==> src/rtl/sdhci_dat_tx_sequencer.sv <==
// sdhci_dat_tx_sequencer
// Sends one SD write data block on DAT0 in 1-bit mode: start bit, payload
// bytes MSB first, serial CRC16, end bit. It then collects the card's CRC
// status token and waits out card busy before reporting completion.
// Optional build macro: SDHCI_DAT_CRC_INJECT_EN adds crc_inject_i, which
// corrupts bit 0 of the transmitted CRC for the block it is sampled with.
module sdhci_dat_tx_sequencer #(
    parameter int LEN_W          = 12,
    parameter int STATUS_TIMEOUT = 16,
    parameter int BUSY_TIMEOUT   = 65535
) (
    input  logic             sd_clk_i,
    input  logic             rst_i,
    input  logic             start_i,
    input  logic [LEN_W-1:0] block_len_i,
`ifdef SDHCI_DAT_CRC_INJECT_EN
    input  logic             crc_inject_i,
`endif
    input  logic [7:0]       data_i,
    input  logic             data_valid_i,
    output logic             data_ready_o,
    output logic             sd_dat0_o,
    output logic             sd_dat0_en_o,
    input  logic             sd_dat0_i,
    output logic             busy_o,
    output logic             done_o,
    output logic [2:0]       status_o,
    output logic [2:0]       error_o
);

    // Shared per-state counter: wide enough for the longest timeout and for
    // the 16 CRC cycles.
    localparam int TMAX_C   = (STATUS_TIMEOUT > BUSY_TIMEOUT) ? STATUS_TIMEOUT : BUSY_TIMEOUT;
    localparam int CNT_RAW  = $clog2(TMAX_C + 1);
    localparam int CNT_W    = (CNT_RAW > 5) ? CNT_RAW : 5;

    localparam logic [CNT_W-1:0] CNT_ZERO      = {CNT_W{1'b0}};
    localparam logic [CNT_W-1:0] CNT_MAX       = {CNT_W{1'b1}};
    localparam logic [CNT_W-1:0] CNT_ONE       = CNT_W'(1);
    localparam logic [CNT_W-1:0] CNT_NCRC_LAST = CNT_W'(1);
    localparam logic [CNT_W-1:0] CNT_TOK_LAST  = CNT_W'(2);
    localparam logic [CNT_W-1:0] CNT_CRC_LAST  = CNT_W'(15);
    localparam logic [CNT_W-1:0] CNT_STAT_LAST = CNT_W'(STATUS_TIMEOUT - 1);
    localparam logic [CNT_W-1:0] CNT_BUSY_LAST = CNT_W'(BUSY_TIMEOUT - 1);

    localparam logic [2:0] ERR_OK       = 3'd0;
    localparam logic [2:0] ERR_UNDERRUN = 3'd1;
    localparam logic [2:0] ERR_STAT_TO  = 3'd4;
    localparam logic [2:0] ERR_BUSY_TO  = 3'd5;
    localparam logic [2:0] ERR_BAD_LEN  = 3'd6;

    typedef enum logic [3:0] {
        ST_IDLE       = 4'd0,
        ST_START      = 4'd1,
        ST_DATA       = 4'd2,
        ST_CRC        = 4'd3,
        ST_END        = 4'd4,
        ST_NCRC       = 4'd5,
        ST_TOKEN_WAIT = 4'd6,
        ST_TOKEN      = 4'd7,
        ST_TOKEN_END  = 4'd8,
        ST_BUSY       = 4'd9,
        ST_DONE       = 4'd10
    } state_t;

    // One CRC16 (x^16+x^12+x^5+1) step for a single transmitted bit.
    function automatic logic [15:0] crc16_step(input logic [15:0] crc, input logic b);
        logic fb;
        fb = crc[15] ^ b;
        return {crc[14:0], 1'b0} ^ (fb ? 16'h1021 : 16'h0000);
    endfunction

    // Map the received CRC status token to an error code.
    function automatic logic [2:0] token_err(input logic [2:0] tok);
        case (tok)
            3'b010:  return 3'd0;
            3'b101:  return 3'd2;
            default: return 3'd3;
        endcase
    endfunction

    state_t           state_r, state_s;
    logic [CNT_W-1:0] cnt_r;
    logic [2:0]       bit_cnt_r;
    logic [LEN_W-1:0] byte_cnt_r;
    logic [7:0]       shift_r;
    logic [15:0]      crc_r;
    logic [2:0]       status_r;
    logic [2:0]       error_r, error_s;
    logic             dat_s, en_s, ready_s;
    logic             data_bit_s;
    logic             crc_flip_s;

    // Bit 7 of each byte comes straight from data_i in the cycle it is consumed.
    assign data_bit_s = (bit_cnt_r == 3'd0) ? (data_valid_i ? data_i[7] : 1'b1) : shift_r[7];

`ifdef SDHCI_DAT_CRC_INJECT_EN
    logic inject_r;

    // Capture the CRC corruption request together with the block start.
    always_ff @(posedge sd_clk_i or posedge rst_i) begin
        if (rst_i) begin
            inject_r <= 1'b0;
        end else if (state_r == ST_IDLE && start_i) begin
            inject_r <= crc_inject_i;
        end else begin
            inject_r <= inject_r;
        end
    end

    assign crc_flip_s = inject_r & (state_r == ST_CRC) & (cnt_r == CNT_CRC_LAST);
`else
    assign crc_flip_s = 1'b0;
`endif

    // Next-state, error code and DAT0 drive decode.
    always_comb begin
        state_s = state_r;
        error_s = error_r;
        dat_s   = 1'b1;
        en_s    = 1'b0;
        ready_s = 1'b0;
        case (state_r)
            ST_IDLE: begin
                if (start_i) begin
                    if (block_len_i == {LEN_W{1'b0}}) begin
                        state_s = ST_DONE;
                        error_s = ERR_BAD_LEN;
                    end else begin
                        state_s = ST_START;
                        error_s = ERR_OK;
                    end
                end else begin
                    state_s = ST_IDLE;
                end
            end
            ST_START: begin
                en_s    = 1'b1;
                dat_s   = 1'b0;
                state_s = ST_DATA;
            end
            ST_DATA: begin
                en_s  = 1'b1;
                dat_s = data_bit_s;
                if (bit_cnt_r == 3'd0) begin
                    ready_s = data_valid_i;
                    if (!data_valid_i) begin
                        state_s = ST_DONE;
                        error_s = ERR_UNDERRUN;
                    end else begin
                        state_s = ST_DATA;
                    end
                end else if (bit_cnt_r == 3'd7 && byte_cnt_r == LEN_W'(1)) begin
                    state_s = ST_CRC;
                end else begin
                    state_s = ST_DATA;
                end
            end
            ST_CRC: begin
                en_s  = 1'b1;
                dat_s = crc_r[15] ^ crc_flip_s;
                if (cnt_r == CNT_CRC_LAST) begin
                    state_s = ST_END;
                end else begin
                    state_s = ST_CRC;
                end
            end
            ST_END: begin
                en_s    = 1'b1;
                dat_s   = 1'b1;
                state_s = ST_NCRC;
            end
            ST_NCRC: begin
                if (cnt_r == CNT_NCRC_LAST) begin
                    state_s = ST_TOKEN_WAIT;
                end else begin
                    state_s = ST_NCRC;
                end
            end
            ST_TOKEN_WAIT: begin
                if (!sd_dat0_i) begin
                    state_s = ST_TOKEN;
                end else if (cnt_r == CNT_STAT_LAST) begin
                    state_s = ST_DONE;
                    error_s = ERR_STAT_TO;
                end else begin
                    state_s = ST_TOKEN_WAIT;
                end
            end
            ST_TOKEN: begin
                if (cnt_r == CNT_TOK_LAST) begin
                    state_s = ST_TOKEN_END;
                end else begin
                    state_s = ST_TOKEN;
                end
            end
            ST_TOKEN_END: begin
                state_s = ST_BUSY;
            end
            ST_BUSY: begin
                if (sd_dat0_i) begin
                    state_s = ST_DONE;
                    error_s = token_err(status_r);
                end else if (cnt_r == CNT_BUSY_LAST) begin
                    state_s = ST_DONE;
                    error_s = ERR_BUSY_TO;
                end else begin
                    state_s = ST_BUSY;
                end
            end
            ST_DONE: begin
                state_s = ST_IDLE;
            end
            default: begin
                state_s = ST_IDLE;
            end
        endcase
    end

    // State and error code registers.
    always_ff @(posedge sd_clk_i or posedge rst_i) begin
        if (rst_i) begin
            state_r <= ST_IDLE;
            error_r <= ERR_OK;
        end else begin
            state_r <= state_s;
            error_r <= error_s;
        end
    end

    // Per-state counter: restarts on every state change, saturates otherwise.
    always_ff @(posedge sd_clk_i or posedge rst_i) begin
        if (rst_i) begin
            cnt_r <= CNT_ZERO;
        end else if (state_s != state_r) begin
            cnt_r <= CNT_ZERO;
        end else if (cnt_r != CNT_MAX) begin
            cnt_r <= cnt_r + CNT_ONE;
        end else begin
            cnt_r <= cnt_r;
        end
    end

    // Payload shifter, bit/byte counters, CRC and status token capture.
    always_ff @(posedge sd_clk_i or posedge rst_i) begin
        if (rst_i) begin
            bit_cnt_r  <= 3'd0;
            byte_cnt_r <= {LEN_W{1'b0}};
            shift_r    <= 8'h00;
            crc_r      <= 16'h0000;
            status_r   <= 3'b000;
        end else begin
            case (state_r)
                ST_IDLE: begin
                    bit_cnt_r <= 3'd0;
                    if (start_i) begin
                        byte_cnt_r <= block_len_i;
                        crc_r      <= 16'h0000;
                        status_r   <= 3'b000;
                    end
                end
                ST_DATA: begin
                    bit_cnt_r <= bit_cnt_r + 3'd1;
                    crc_r     <= crc16_step(crc_r, data_bit_s);
                    if (bit_cnt_r == 3'd0) begin
                        shift_r <= {data_i[6:0], 1'b0};
                    end else begin
                        shift_r <= {shift_r[6:0], 1'b0};
                    end
                    if (bit_cnt_r == 3'd7) begin
                        byte_cnt_r <= byte_cnt_r - LEN_W'(1);
                    end
                end
                ST_CRC: begin
                    crc_r <= {crc_r[14:0], 1'b0};
                end
                ST_TOKEN: begin
                    status_r <= {status_r[1:0], sd_dat0_i};
                end
                default: begin
                    bit_cnt_r <= bit_cnt_r;
                end
            endcase
        end
    end

    assign data_ready_o = ready_s;
    assign sd_dat0_o    = dat_s;
    assign sd_dat0_en_o = en_s;
    assign busy_o       = (state_r != ST_IDLE);
    assign done_o       = (state_r == ST_DONE);
    assign status_o     = status_r;
    assign error_o      = error_r;

endmodule

==> config.mk <==
export PLATFORM = sky130hd
export DESIGN_NAME = sdhci_dat_tx_sequencer
export DESIGN_NICKNAME = d
export VERILOG_FILES = /design/src/rtl/sdhci_dat_tx_sequencer.sv
export SDC_FILE = /design/constraint.sdc
export NUM_CORES = 1
export LEC_CHECK = 0
export ABC_AREA = 0
export ABC_CLOCK_PERIOD_IN_PS = 2200
export CAP_MARGIN = 20
export CORE_ASPECT_RATIO = 0.75
export CORE_MARGIN = 1
export CORE_UTILIZATION = 35
export CTS_CLUSTER_DIAMETER = 30
export DETAILED_ROUTE_END_ITERATION = 16
export SYNTH_ARGS = -nofsm -noshare
export SYNTH_HDL_FRONTEND = slang
export SYNTH_SLANG_ARGS = --single-unit
==> constraint.sdc <==
create_clock -name sd_clk_i -period 2.2 [get_ports sd_clk_i]
set_clock_uncertainty 0.2 [all_clocks]
set_input_delay 0.22 -clock sd_clk_i [delete_from_list [all_inputs] [get_ports sd_clk_i]]
set_output_delay 0.22 -clock sd_clk_i [all_outputs]
set_load 0.05 [all_outputs]
==> results.json, run 1 <==
{
  "period_needed_ns": 2.40,
  "synth.net_count": 430,
  "num-fill-cells": 904,
  "ctsLongestPathBuffers": 2,
  "grt_pass1_wl_um": 16200,
  "place_inst": 622,
  "numClockSinks": 64,
  "globalplace.congestion": 0.857,
  "drt_wl_total_um": 9580,
  "powerDensity_nw_per_um2": 1250,
  "rows": 32,
  "grt_start_max_net_pins": 65,
  "rsz0062_at_grt": "yes",
  "r2r_slack_ns": -0.20,
  "cts_made_buffers": 9,
  "fmax_ghz": 0.416,
  "drv_cap": 0,
  "internal_power_w": 0.00412,
  "synth_edf_count": 0,
  "synth.area.top_cells": "dfrtp_1, nor2_1, o21ai_0",
  "cts_max_level": 3,
  "outcome": "finished with violations",
  "drive_above_1_share_pct": 32.6,
  "drc": 0,
  "cp-start-kind": "register",
  "dp_hpwl_um": 6680,
  "grt_pass1_vias": 3185,
  "synth_cell_types": 60,
  "num_io_pins": 36,
  "die_x_um": 121,
  "die_h_um": 91.0,
  "stdcell_count": 654,
  "power.share.switching_pct": 39.1,
  "power_frac_seq_pct": 27.3,
  "antenna_found_initial": 0,
  "vias": 3370,
  "yosysWarnings": 0,
  "synth_common_cells": "dfrtp_1, nor2_1, nand2_1, o21ai_0, nand3_1",
  "violations": "negative setup slack",
  "die_area_um2": 11000,
  "fin_util_pct": 52.4,
  "insertion_delay_ns": 0.33,
  "synth_xor_area_share_pct": 3.79,
  "nets": 546,
  "whs_ns": 0.0750,
  "tightest_slew_ns": 0.646,
  "leakage_nw": 2.38,
  "ir_drop_mv": 0.836,
  "async_flop_share_pct": 100,
  "hold_violations": 0,
  "syn_area_um2": 3700,
  "min_period_over_period_pct": 109,
  "tns_ns": -2.99,
  "regToRegStartpoint": "cnt_r[4]$_DFFE_PP0P_",
  "io_buffers": 35,
  "relSlewSlack_pct": 56.9,
  "drt-vias-per-instance": 5.15,
  "ys_ff_latch": 64,
  "yosysSeqAreaShare_pct": 43.3,
  "area_growth_pct": 45.9,
  "cts_root_buf": "clkbuf_16",
  "synth_ff_type": "dfrtp_1",
  "final_max_slew_viol_count": 0,
  "clk_pin_slew_ns": 0.06,
  "ant_nets": 0,
  "dp_slack_ns": -0.171,
  "placeableCoreArea_um2": 10300,
  "reg2reg_depth": 7,
  "finalSetupViolCount": 21,
  "synth_adder_area_share_pct": 2.71,
  "wire_per_inst_um": 14.7,
  "synth_top_family_by_area": "simple AND/OR/NAND/NOR gates",
  "p_clk_share_pct": 23.0,
  "fin_ws_ns": -0.204,
  "avgSynthCellArea_um2": 9.32,
  "min_path_type": "input port to asynchronous set/reset pin",
  "synth_cells": 397,
  "drt-pass1-iter-count": 5,
  "worstSetupPathType": "register to register",
  "grt-ovfl-total": 0,
  "p_switching_w": 0.00264,
  "p_comb_share_pct": 49.7,
  "rr_endpoint": "cnt_r[13]$_DFFE_PP0P_",
  "yosys.area.top_type": "dfrtp_1",
  "synthSimpleGateAreaFrac_pct": 25.2,
  "cts_tree": "done",
  "cp.required_ns": 2.22,
  "yosysMostFrequentCell": "dfrtp_1",
  "crit_arrival_ns": 2.42,
  "worst-path-max-fanout": 8,
  "drt_iter0_markers": 205,
  "synth_mux_area_share_pct": 2.84,
  "synth_top_cell_area_share_pct": 43.3,
  "num_antenna_cells": 0,
  "synth_compound_area_share_pct": 18.8,
  "start_util_pct": 35.9,
  "cts-hold-fix-buffers": 0,
  "grt.total_usage_pct": 18.7,
  "cp-end-kind": "register"
}
==> power groups by stage <==
stage,clock network [W],logic [W],registers [W]
after CTS,0.00159,0.00323,0.00184
final,0.00155,0.00336,0.00184
after floorplan,0,0.00189,0.00180
after detailed placement,0,0.00297,0.00185
after global routing,0.00164,0.00366,0.00188
after global placement,0,0.00293,0.00184
==> state kept, by name, summed over array words and instances, names as in the netlist <==
signal	cells
error_o	3
cnt_r	16
crc_r	16
bit_cnt_r	3
shift_r	7
byte_cnt_r	12
state_r	4
status_o	3
==> routing by layer <==
metal | GRT usage, % | routed length, um | share of wire [%]
met1 | 28.3 | 4980 | 52
met2 | 26.3 | 4150 | 43
met3 | 4.46 | 372 | 3.9
met4 | 4.63 | 78 | 0.81
met5 | 0 | 0 | 0
==> cells in the final DEF, fill, tap and decap left out, drive strengths merged, types with 3 or more instances in the layout <==
cell | synthesis | final
dfrtp | 64 | 64
nand3 | 22 | 22
clkdlybuf4s50 | 0 | 30
clkbuf | 7 | 9
ha | 8 | 8
nor2 | 57 | 57
buf | 10 | 92
mux2 | 3 | 3
clkinv | 1 | 3
inv | 10 | 12
nand2 | 34 | 34
o21ai | 34 | 34
a22o | 16 | 16
o211ai | 5 | 5
xor2 | 9 | 9
nor2b | 7 | 7
a21oi | 21 | 21
xnor2 | 7 | 7
or3 | 3 | 3
and3 | 6 | 6
nand4 | 9 | 9
o2bb2ai | 3 | 3
a22oi | 8 | 8
nor3 | 11 | 11
a32oi | 3 | 3
nor4 | 9 | 9
mux2i | 6 | 6
==> how the worst max path moves through the flow <==
stage | cells after the start | startpoint | end
2_1_floorplan | 7 | cnt_r[8]$_DFFE_PP0P_ | cnt_r[6]$_DFFE_PP0P_
3_3_place_gp | 8 | block_len_i[0] | cnt_r[14]$_DFFE_PP0P_
3_5_place_dp | 8 | block_len_i[0] | cnt_r[14]$_DFFE_PP0P_
4_1_cts | 7 | bit_cnt_r[0]$_DFFE_PP0P_ | sd_dat0_o
5_1_grt | 7 | cnt_r[4]$_DFFE_PP0P_ | cnt_r[13]$_DFFE_PP0P_
6_report | 7 | cnt_r[4]$_DFFE_PP0P_ | cnt_r[13]$_DFFE_PP0P_
==> final cells by class <==
class | count | area, um2 | area share (%)
well taps | 136 | 170 | 3.15
clock inverters | 7 | 103 | 1.90
flip-flops and latches | 64 | 1600 | 29.7
clock buffers | 9 | 225 | 4.17
repair buffers | 122 | 1110 | 20.5
inverters | 11 | 42.5 | 0.788
multi-input cells | 305 | 2150 | 39.8
==> cells by family (layout without fill, tap and decap cells) <==
family	count (synthesis)	after routing
simple gates	169	169
buf+inv	28	149
mux	9	9
compound gates	103	103
fa+ha+maj	8	8
xor+xnor	16	16
flops	64	64
==> metrics by stage <==
step | total power [W] | cell area, um2
floorplan | 0.00369 | 3700
global placement | 0.00476 | 4770
detailed placement | 0.00482 | 4770
CTS | 0.00666 | 5280
global route | 0.00718 | 5400
finish | 0.00676 | 5400
==> critical path, stage by stage (launching register included) <==
cell	delay [ns]
dfrtp_1	0.41
nor4_4	0.44
nand4_1	0.26
a22oi_2	0.26
o211ai_2	0.16
o211ai_4	0.30
buf_8	0.21
nor2_1	0.06
==> repair_timing <==
item | 4_1_cts | 5_1_grt
setup endpoints to repair | 25 | 40
gates resized for setup | 27 | 18
pin swaps | 21 | 7
gates cloned | 0 | 0
buffers inserted | 10 | 7
(Power assumes the default switching activity.)
==> run 2: changes to the inputs <==
--- a/config.mk
+++ b/config.mk
@@ -10,9 +10,11 @@
 export CAP_MARGIN = 20
 export CORE_ASPECT_RATIO = 0.75
 export CORE_MARGIN = 1
-export CORE_UTILIZATION = 35
+export CORE_UTILIZATION = 49
 export CTS_CLUSTER_DIAMETER = 30
+export CTS_CLUSTER_SIZE = 14
 export DETAILED_ROUTE_END_ITERATION = 16
+export PLACE_DENSITY = 0.73
 export SYNTH_ARGS = -nofsm -noshare
 export SYNTH_HDL_FRONTEND = slang
 export SYNTH_SLANG_ARGS = --single-unit
==> results.json, run 2 (synthesized netlist as in run 1, its figures left out) <==
{
  "io_buffers": 35,
  "period_needed_ns": 2.36,
  "placeableCoreArea_um2": 7330,
  "grt_pass1_vias": 3316,
  "final_max_slew_viol_count": 0,
  "die_area_um2": 7900,
  "area_growth_pct": 39.6,
  "antenna_found_initial": 0,
  "wire_per_inst_um": 15.5,
  "cts_root_buf": "clkbuf_8",
  "drt_iter0_markers": 207,
  "cts_max_level": 3,
  "cp_top_family": "simple AND/OR/NAND/NOR gates",
  "cp-start-kind": "register",
  "fmax_ghz": 0.424,
  "min_path_type": "input port to asynchronous set/reset pin",
  "nets": 544,
  "finalPower_w": 0.00610,
  "drt-vias-per-instance": 5.60,
  "stdcell_area_um2": 5160,
  "die_x_um": 102,
  "tightest_slew_ns": 0.607,
  "violations": "negative setup slack",
  "crit_arrival_ns": 1.94,
  "cts_made_buffers": 9,
  "drt-pass1-iter-count": 5,
  "worstSetupPathType": "register to primary output",
  "leakage_nw": 2.33,
  "worst-path-max-fanout": 4,
  "grt-ovfl-total": 0,
  "crit_buf_inv": 2,
  "grt_start_max_net_pins": 65,
  "crit_slowest_cell": "or4bb_4",
  "crit_cells": 7,
  "num-fill-cells": 543,
  "place_inst": 588,
  "top_regs": "cnt_r: 16 flops, crc_r: 16 flops, byte_cnt_r: 12 flops",
  "hold_violations": 0,
  "critPathMaxStageDelay_ns": 0.47,
  "rows": 27,
  "powerDensity_nw_per_um2": 1180,
  "drc": 0,
  "dp_slack_ns": -0.187,
  "cts_tree": "done",
  "cp-end-kind": "primary output",
  "ir_drop_mv": 0.960,
  "reg2reg_depth": 9,
  "drt_wl_total_um": 9540,
  "outcome": "finished with violations",
  "fin_ws_ns": -0.158,
  "ant_nets": 0,
  "vias": 3453,
  "stdcell_count": 617,
  "whs_ns": 0.0580,
  "numClockSinks": 64,
  "ctsLongestPathBuffers": 2,
  "num_antenna_cells": 0,
  "grt.total_usage_pct": 26.3,
  "min_period_over_period_pct": 107,
  "start_util_pct": 50.5,
  "finalSetupViolCount": 22,
  "final_common_cell": "buf_4",
  "insertion_delay_ns": 0.35,
  "crit_chain": "inv_1 -> ha_2 -> or4bb_4 -> o21ai_4 -> a21o_1 -> nand3_2 -> buf_12",
  "die_h_um": 77.2,
  "drive_above_1_share_pct": 32.2,
  "clk_pin_slew_ns": 0.08,
  "cp.required_ns": 1.78,
  "relSlewSlack_pct": 59.5,
  "placed_area_um2": 4700,
  "drv_cap": 0,
  "cts-hold-fix-buffers": 0,
  "final_cell_mix": "buf_4, dfrtp_1, nor2_1",
  "globalplace.congestion": 0.878,
  "grt_pass1_wl_um": 16100,
  "num_io_pins": 36,
  "dp_hpwl_um": 6760,
  "rsz0062_at_grt": "yes"
}
run 2: cell types whose count changed in the layout (fill, tap and decap cells not counted), sizes merged:
| cell | delta |
|---|---|
| buf | -2 |
| bufinv | -1 |
| clkinv | +2 |
| inv | -1 |
run 2: layout make-up:
cell class / count / area, um2 / share of cell area [%]
Clock buffer: 9 / 124 / 2.40
Clock inverter: 7 / 71.3 / 1.38
Inverter: 11 / 45.0 / 0.873
Multi-Input combinational cell: 305 / 2130 / 41.3
Sequential cell: 64 / 1600 / 31.1
Tap cell: 101 / 126 / 2.45
Timing Repair Buffer: 120 / 1060 / 20.5
run 2: metal layers:
metal | part of all wire [%] | vias to the layer above | GRT usage [%]
met5 | 0 | - | 0
met4 | 1.3 | 0 | 7.57
met3 | 6.8 | 14 | 5.47
met2 | 45 | 119 | 38.4
met1 | 47 | 1639 | 39.0
li1 | - | 1681 | -
run 2: what timing repair did:
action	CTS	global route
gates resized for setup	26	12
endpoints found under the setup margin	39	32
buffers inserted	12	3
endpoints found under the hold margin	0	0
pin swaps	8	7
run 2: path summary, 6_finish.rpt:
kind                                                from                     end  slack, ns
worst max-delay path            bit_cnt_r[0]$_DFFE_PP0P_               sd_dat0_o      -0.16
min in group sd_clk_i                          data_i[0]  shift_r[1]$_DFFE_PP0N_       0.23
worst max register to register  bit_cnt_r[0]$_DFFE_PP0P_    cnt_r[1]$_DFFE_PP0P_      -0.16
max in group asynchronous                          rst_i    state_r[1]$_DFF_PP0_       1.44
worst min-delay path                               rst_i   crc_r[12]$_DFFE_PP0P_       0.06
worst min register to register      crc_r[1]$_DFFE_PP0P_    crc_r[1]$_DFFE_PP0P_       0.30
run 2: report_power, final:
part | total, W | internal [W] | switching [W]
Combinational | 0.00319 | 0.00147 | 0.00171
Clock | 0.00101 | 0.000525 | 0.000484
Sequential | 0.00191 | 0.00155 | 0.000360
Total | 0.00610 | 0.00355 | 0.00256
run 2: tightest hold or removal path, stage by stage:
cell	delay, ns
clkdlybuf4s50_1	0.41
inv_2	0.07
buf_12	0.29
run 2: metrics by stage:
step | utilization, % | setup TNS [ns]
6_report | 70.4 | -1.46
5_1_grt | 70.4 | -3.48
4_1_cts | 69.6 | -0.699
3_5_place_dp | 64.2 | -2.75
3_3_place_gp | 64.2 | -1.90
2_1_floorplan | - | 0
==> run 3: changes to the inputs <==
==> constraint.sdc (replaced) <==
create_clock -name sd_clk_i -period 2.2 [get_ports sd_clk_i]
set_clock_uncertainty 0.2 [all_clocks]
set_input_delay 0.44 -clock sd_clk_i [delete_from_list [all_inputs] [get_ports sd_clk_i]]
set_output_delay 0.44 -clock sd_clk_i [all_outputs]
set_load 0.05 [all_outputs]
==> results.json, run 3 (synthesized netlist as in run 1, its figures left out) <==
{
  "stdcell_count": 632,
  "place_inst": 596,
  "fin_ws_ns": -0.362,
  "cts-hold-fix-buffers": 0,
  "drt-vias-per-instance": 5.69,
  "rsz0062_at_grt": "yes",
  "clk_pin_slew_ns": 0.07,
  "grt_start_max_net_pins": 29,
  "dp_hpwl_um": 7080,
  "start_util_pct": 50.5,
  "crit_arrival_ns": 1.92,
  "placeableCoreArea_um2": 7330,
  "drv_cap": 0,
  "globalplace.congestion": 0.983,
  "placed_area_um2": 4770,
  "crit_chain": "inv_2 -> ha_4 -> or4bb_1 -> o21ai_2 -> a21o_1 -> nand3_2 -> buf_12",
  "leakage_nw": 2.51,
  "fmax_ghz": 0.390,
  "finalSetupViolCount": 22,
  "fin_util_pct": 75.6,
  "num_antenna_cells": 0,
  "vias": 3594,
  "final_max_slew_viol_count": 0,
  "cp.required_ns": 1.56,
  "hold_violations": 0,
  "grt.total_usage_pct": 28.3,
  "num_io_pins": 36,
  "relSlewSlack_pct": 28.9,
  "drive_above_1_share_pct": 38.0,
  "outcome": "finished with violations",
  "numClockSinks": 64,
  "cts_tree": "done",
  "tightest_slew_ns": 1.06,
  "min_path_type": "input port to asynchronous set/reset pin",
  "dp_slack_ns": -0.493,
  "area_growth_pct": 49.8,
  "stdcell_area_um2": 5540,
  "crit_buf_inv": 2,
  "die_x_um": 102,
  "drt_wl_total_um": 10800,
  "period_needed_ns": 2.56,
  "insertion_delay_ns": 0.35,
  "top_regs": "cnt_r: 16 flops, crc_r: 16 flops, byte_cnt_r: 12 flops",
  "min_period_over_period_pct": 116,
  "ctsLongestPathBuffers": 2,
  "num-fill-cells": 475,
  "critPathMaxStageDelay_ns": 0.43,
  "tns_ns": -3.58,
  "regArea_um2": 1610,
  "drc": 0,
  "worst-path-max-fanout": 2,
  "rows": 27,
  "final_cell_mix": "buf_4, dfrtp_1, nor2_1",
  "die_h_um": 77.2,
  "antenna_found_initial": 0,
  "grt-ovfl-total": 0,
  "cp-start-kind": "register",
  "final_common_cell": "buf_4",
  "cts_made_buffers": 9,
  "grt_pass1_wl_um": 16900,
  "cp-end-kind": "primary output",
  "cp_top_family": "simple AND/OR/NAND/NOR gates",
  "die_area_um2": 7900,
  "powerDensity_nw_per_um2": 1210,
  "worstSetupPathType": "register to primary output",
  "drt-pass1-iter-count": 5,
  "grt_pass1_vias": 3436,
  "multi_input_area_um2": 2300,
  "ant_nets": 0,
  "io_buffers": 35,
  "crit_slowest_cell": "or4bb_1",
  "violations": "negative setup slack",
  "cts_max_level": 3,
  "wire_per_inst_um": 17.1,
  "nets": 559,
  "ir_drop_mv": 0.674,
  "cts_root_buf": "clkbuf_8",
  "drt_iter0_markers": 182
}
==> run 3: changes by cell type in the layout (fill, tap and decap cells not counted), moves of 4 or more <==
cell,change
dlymetal6s2s_1,+6
buf_4,+12
clkdlybuf4s50_1,-11
nor2_1,-7
nor2_4,+14
nor4_1,-4
nor2_2,-7
==> run 3: report_power, final <==
group / switching (W) / internal, W
Sequential: 0.000345 / 0.00155
Clock: 0.000462 / 0.000702
Combinational: 0.00195 / 0.00168
==> run 3: path summary, 6_finish.rpt <==
check / depth (start not counted) / startpoint / to / slack [ns]
min reg2reg: 2 / shift_r[1]$_DFFE_PP0N_ / shift_r[1]$_DFFE_PP0N_ / 0.27
max reg2reg: 9 / cnt_r[9]$_DFFE_PP0P_ / cnt_r[4]$_DFFE_PP0P_ / -0.19
max in group asynchronous: 3 / rst_i / cnt_r[5]$_DFFE_PP0P_ / 1.07
min in group sd_clk_i: 2 / shift_r[1]$_DFFE_PP0N_ / shift_r[1]$_DFFE_PP0N_ / 0.27
max: 7 / bit_cnt_r[1]$_DFFE_PP0P_ / sd_dat0_o / -0.36
min: 2 / rst_i / byte_cnt_r[6]$_DFFE_PP0P_ / 0.24
==> run 3: layout make-up <==
class                      instances  share of cell area [%]
multi-input combinational        305                    41.5
clock buffer                      12                    2.80
sequential                        64                    29.0
inverter                          11                   0.903
timing repair buffer             135                    22.1
clock inverter                     4                    1.38
tap                              101                    2.28
==> run 3: timing repair <==
action | 4_1_cts | 5_1_grt
gates resized for setup | 33 | 60
setup buffers | 8 | 12
setup endpoints to repair | 30 | 36
pin swaps | 7 | 24
gates cloned | 1 | 0
hold endpoints to repair | 0 | 0
==> run 3: routing by layer <==
metal	global-route usage, %	part of all wire [%]	vias to the layer above
li1	-	-	1704
met4	8.29	1.1	0
met3	7.02	4.4	12
met5	0	0	-
met1	41.4	46	1786
met2	40.9	48	92
==> run 3: metrics by stage <==
stage          power [W]  hold slack (ns)
2_1_floorplan    0.00370            0.238
3_3_place_gp     0.00475            0.250
3_5_place_dp     0.00483            0.257
4_1_cts          0.00634            0.236
5_1_grt          0.00707            0.275
6_report         0.00668            0.240
